### config.mk
export PLATFORM = sky130hd
export DESIGN_NAME = cache_controller
export DESIGN_NICKNAME = d
export VERILOG_FILES = /design/src/rtl/cache_controller.sv
export SDC_FILE = /design/constraint.sdc
export NUM_CORES = 1
export LEC_CHECK = 0
export BUFFER_PORTS_ARGS = -buffer_cell sky130_fd_sc_hd__buf_4
export CORE_MARGIN = 1
export CORE_UTILIZATION = 28
export DETAILED_ROUTE_END_ITERATION = 8
export GPL_ROUTABILITY_DRIVEN = 0
export PLACE_DENSITY = 0.94
export SYNTH_ARGS = -nofsm -noshare
export SYNTH_HDL_FRONTEND = slang
export SYNTH_SLANG_ARGS = --single-unit
### constraint.sdc
create_clock -name clk -period 3.33 [get_ports clk]
set_input_delay 0.4995 -clock clk [delete_from_list [all_inputs] [get_ports clk]]
set_output_delay 0.4995 -clock clk [all_outputs]
set_load 0.005 [all_outputs]
### src/rtl/cache_controller.sv
// Blocking-cache controller FSM: tag compare, dirty write-back and L2 refill.
// All outputs except state are combinational on the current state and inputs.
module cache_controller (
    input  logic        clk,
    input  logic        reset,
    input  logic        ld,
    input  logic        st,
    input  logic [31:0] addr,
    input  logic        valid,
    input  logic        dirty,
    input  logic [20:0] tag_loaded,
    input  logic        l2_ack,
    input  logic        write_done,
    output logic        hit,
    output logic        miss,
    output logic        load_ready,
    output logic        write_l1,
    output logic        write_l2,
    output logic        read_l2,
    output logic [1:0]  state
);

    typedef enum logic [1:0] {
        IDLE        = 2'b00,
        COMPARE_TAG = 2'b01,
        ALLOCATE    = 2'b10,
        WRITE_BACK  = 2'b11
    } state_e;

    state_e state_q;
    state_e state_d;

    logic req;
    logic tag_hit;

    // Only the tag bits of the address matter here; index/offset are used by the datapath.
    logic unused_addr;
    assign unused_addr = ^addr[10:0];

    assign req     = ld | st;
    assign tag_hit = valid & (tag_loaded == addr[31:11]);

    // NOTE: every signal assigned in this block gets a default first so no latch is inferred.
    always_comb begin
        state_d    = state_q;
        hit        = 1'b0;
        miss       = 1'b0;
        load_ready = 1'b0;
        write_l1   = 1'b0;
        write_l2   = 1'b0;
        read_l2    = 1'b0;

        case (state_q)
            IDLE: begin
                if (req) begin
                    state_d = COMPARE_TAG;
                end
            end

            COMPARE_TAG: begin
                if (!req) begin
                    state_d = IDLE;
                end else if (tag_hit) begin
                    hit        = 1'b1;
                    load_ready = ld;
                    write_l1   = st & ~ld;
                    state_d    = IDLE;
                end else begin
                    miss    = 1'b1;
                    state_d = (valid & dirty) ? WRITE_BACK : ALLOCATE;
                end
            end

            WRITE_BACK: begin
                write_l2 = 1'b1;
                if (write_done) begin
                    state_d = ALLOCATE;
                end
            end

            ALLOCATE: begin
                read_l2 = 1'b1;
                // Return to the compare so the freshly filled line is re-checked.
                if (l2_ack) begin
                    state_d = COMPARE_TAG;
                end
            end

            default: begin
                state_d = IDLE;
            end
        endcase
    end

    // NOTE: sequential state uses non-blocking assignments so all flops update together.
    always_ff @(posedge clk or posedge reset) begin
        if (reset) begin
            state_q <= IDLE;
        end else begin
            state_q <= state_d;
        end
    end

    assign state = state_q;

endmodule

# Word-level counts from Yosys, hierarchy flattened
# Index checks and enable logic that the tools add are counted.
classes:
  n_eq_ne: 7
  muxes: 21
  n_bitwise: 5
  reduce_logical: 2
op_table:
  columns: ["op", "n"]
  rows:
  - ["$eq A21 B21 Y1", 1]
  - ["$mux W1", 15]
  - ["$mux W2", 5]
  - ["$pmux W2 S4", 1]
  - ["$ne A2 B2 Y1 const B", 3]
  - ["$eq A2 B2 Y1 const B", 2]
  - ["$and A1 B1 Y1", 3]
  - ["$reduce_and A3 Y1", 1]
  - ["$eq A2 B1 Y1 const B", 1]
  - ["$logic_not A2 Y1", 1]
  - ["$not A1 Y1", 1]
  - ["$or A1 B1 Y1", 1]
word_totals:
  reg_bits: 2
  output_inout_bits: 8
  elab_cells: 36

# Depth between registers and ports, before layout
depth:
  ltp_word: 5
  ltp_mapped: 5
  depth_no_buf: 5

# Least setup slack after synthesis
# No wires, ideal clock.
synth_timing:
  path_kind: "input -> output"
  startpoint: "in addr[19]"
  endpoint: "out write_l1"
  arrival_ps: 1408
  required_ps: 2830
  path_slack_ps: 1423
  cell_stages: 5
  path_buffers: 0
  path_cell_list: "xor2_1 > nor4_1 > nand4_1 > nor2_2 > and4b_1"
synth_between:
  elab_chain_cells: 5
synth_rtl:
  columns: ["element", "line", "text"]
  rows:
  - ["start: declaration", "8", "input logic [31:0] addr,"]
  - ["$eq A21 B21 Y1", "41", "assign tag_hit = valid & (tag_loaded == addr[31:11]);"]
  - ["$and A1 B1 Y1", "41", null]
  - ["$mux W1", "63", "end else if (tag_hit) begin"]
  - ["$mux W1", "61", "if (!req) begin"]
  - ["$mux W1", "53", "case (state_q)"]
  - ["end: declaration", "17", "output logic write_l1,"]
# No other way between the ends.

# Final worst setup path
layout_timing:
  startpoint: "in addr[20]"
  endpoint: "out write_l1"
# The elaborated chain is that of the path after synthesis.

==> qor.csv <==
metric,value,unit
status,completed,
yosys.area_share.simple,27.5,%
fp.dieW,39.2,um
syn_to_final_growth,121,%
core_region_area,1280,um^2
netlist_area,387,um^2
synthXorXnorAreaFrac,47.6,%
syn_area_per_cell,7.44,um^2
slew_headroom,73.1,%
regArea,50.0,um^2
post-route-drc-count,0,
hold_class,input port to async pin,
internal-power,0.179,mW
power_density,326,nW/um^2
die_h,39.2,um
p_comb_share,61.5,%
slew_viol_final,0,
synth-adder-area-share,0,%
setup_viol,0,
io_buffer_count,57,
start_util,30.1,%
fillers,109,
critPathLaunchType,input port,
grt_pass1_wl,1880,um
grt_start_max_net_pins,7,
cts_root_buf,clkbuf_4,
synth.distinct_cells,17,
timing.final.crit_share,68.5,%
worstSkewPairLatency,0.23,ns
crit_path_end_kind,output port,
yosys_warnings,0,
first_pass_iters,4,
synth-seq-cells,2,
antenna_found_initial,0,
largest_reg_flops,2,
synthMuxAreaShare,0,%
antenna-diode-count,0,
antenna_left,0,
path_class,input port to output port,
cts.sinks,2,
drive_gt1_share,55.4,%
vias_per_cell,4.73,
power_leakage,0.461,nW
grt_usage,18.9,%
cap_violations,0,
cts_buffers,3,
setup_tns,0,ns
vias,601,
grt_pass1_vias,527,
cts_setup_buffers,0,
io_pins,69,
cp.required,2.83,ns
arrival,1.78,ns
crit_path_max_fanout,5,
post_drt_wl_per_cell,10.7,um
hold_violations,0,
clkTransAtPathRegs,0.03,ns
swShare,35.7,%
fmax,0.438,GHz
total_power,0.279,mW
finalCriticalPeriod,2.28,ns
cts_hold_buffers,0,
synth_top_family_by_area,XOR/XNOR gates,
dieArea,1530,um^2
layout.nets,175,
ys_seq_area_share,12.9,%
finalWirelength,1360,um
drt_iter0_drc,11,
power_frac_clock,19.6,%
ctsResizeCount,0,
synthCells,52,
place_hpwl,1210,um
pwr-share-seq,18.9,%
grt-ovfl-total,0,
multi_input_area,325,um^2
grt_setup_unrepaired,false,
cts_max_level,1,
rows,13,
synth_nets,113,
p_sw,0.0995,mW
fin_worst_skew,0.00703,ns
cts_tree,done,
peakVddDrop,0.217,mV
synth_compound_area_share,9.06,%
cts_max_path_buffers,2,
tightest_slew,0.400,ns
-- cell type report --
cell class / count / area share (%)
clock buffer: 3 / 2.63
multi-input combinational: 47 / 38.0
inverter: 3 / 1.32
timing repair buffer: 57 / 50.0
tap: 15 / 2.19
sequential: 2 / 5.85
-- cell usage in the layout (no fill, tap or decap) --
| cell type | synthesis | layout |
|---|---|---|
| xnor2_1 | 1 | 1 |
| a22oi_1 | 1 | 1 |
| nor4_1 | 5 | 5 |
| xor2_1 | 20 | 20 |
| nand4_1 | 1 | 1 |
| o31ai_1 | 1 | 1 |
| nand3_1 | 1 | 1 |
| nand2_1 | 3 | 3 |
| inv_1 | 3 | 3 |
| nor2_1 | 5 | 5 |
| and4b_1 | 1 | 1 |
| buf_4 | 0 | 57 |
| nor3_1 | 2 | 2 |
| a21oi_1 | 1 | 1 |
| and3_2 | 1 | 1 |
| dfrtp_1 | 2 | 2 |
| nor2_2 | 1 | 1 |
| clkbuf_4 | 0 | 3 |
| o21ai_0 | 3 | 3 |
-- final timing paths --
path,from,to,slack (ns),cells past startpoint
hold reg to reg,state[1]$_DFFE_PP0P_,state[0]$_DFFE_PP0P_,0.59,2
hold / removal,reset,state[0]$_DFFE_PP0P_,0.12,2
max in group asynchronous,reset,state[1]$_DFFE_PP0P_,3.09,2
min in group clk,dirty,state[0]$_DFFE_PP0P_,0.53,3
setup / recovery,addr[20],write_l1,1.05,7
setup reg to reg,state[0]$_DFFE_PP0P_,state[0]$_DFFE_PP0P_,2.20,4
-- through the flow --
step,hold WS [ns],util [%],std cells,area [um^2],setup WS [ns]
floorplan,0.241,-,52,387,1.42
global placement,0.358,64.8,124,833,1.07
detailed placement,0.361,64.8,124,833,1.05
CTS,0.118,66.6,127,856,1.04
global route,0.129,66.6,127,856,0.946
finish,0.121,66.6,127,856,1.05
-- layer usage --
metal | part of all wire (%) | vias up | wire (um) | global-route usage (%)
met2 | 53 | 41 | 724 | 30.8
li1 | - | 302 | - | -
met5 | 0 | - | 0 | 0
met1 | 34 | 258 | 468 | 19.8
met3 | 12 | 0 | 167 | 6.94
met4 | 0 | 0 | 0 | 12.9
-- logic make-up after synthesis --
kind of cell / after synthesis
xor gates and xnor gates: 21
and+or+nand+nor: 20
AOI/OAI and AO/OA: 6
buffers and inverters: 3
DFF: 2
-- power groups by stage --
stage               sequential (mW)  clock (mW)  combinational, mW
floorplan                    0.0519           0             0.0679
global placement             0.0524           0              0.167
detailed placement           0.0532           0              0.172
CTS                          0.0526      0.0570              0.173
global route                 0.0562      0.0577              0.189
finish                       0.0527      0.0548              0.171
-- critical path: stages --
cell and delay, ns:
buf_4 0.11, xor2_1 0.15, nor4_1 0.30, nand4_1 0.20, nor2_2 0.21, and4b_1 0.21, buf_4 0.10
-- Yosys cell counts --
cell      n  area [um^2]
nor3_1    2         10.0
nand4_1   1         6.26
and4b_1   1         10.0
xnor2_1   1         8.76
xor2_1   20          175
o21ai_0   3         15.0
a22oi_1   1         7.51
nor2_2    1         6.26
nor4_1    5         31.3
and3_2    1         7.51
nand3_1   1         5.00
nand2_1   3         11.3
inv_1     3         11.3
dfrtp_1   2         50.1
a21oi_1   1         5.00
nor2_1    5         18.8
o31ai_1   1         7.51
Power figures use the tool's default switching activity.
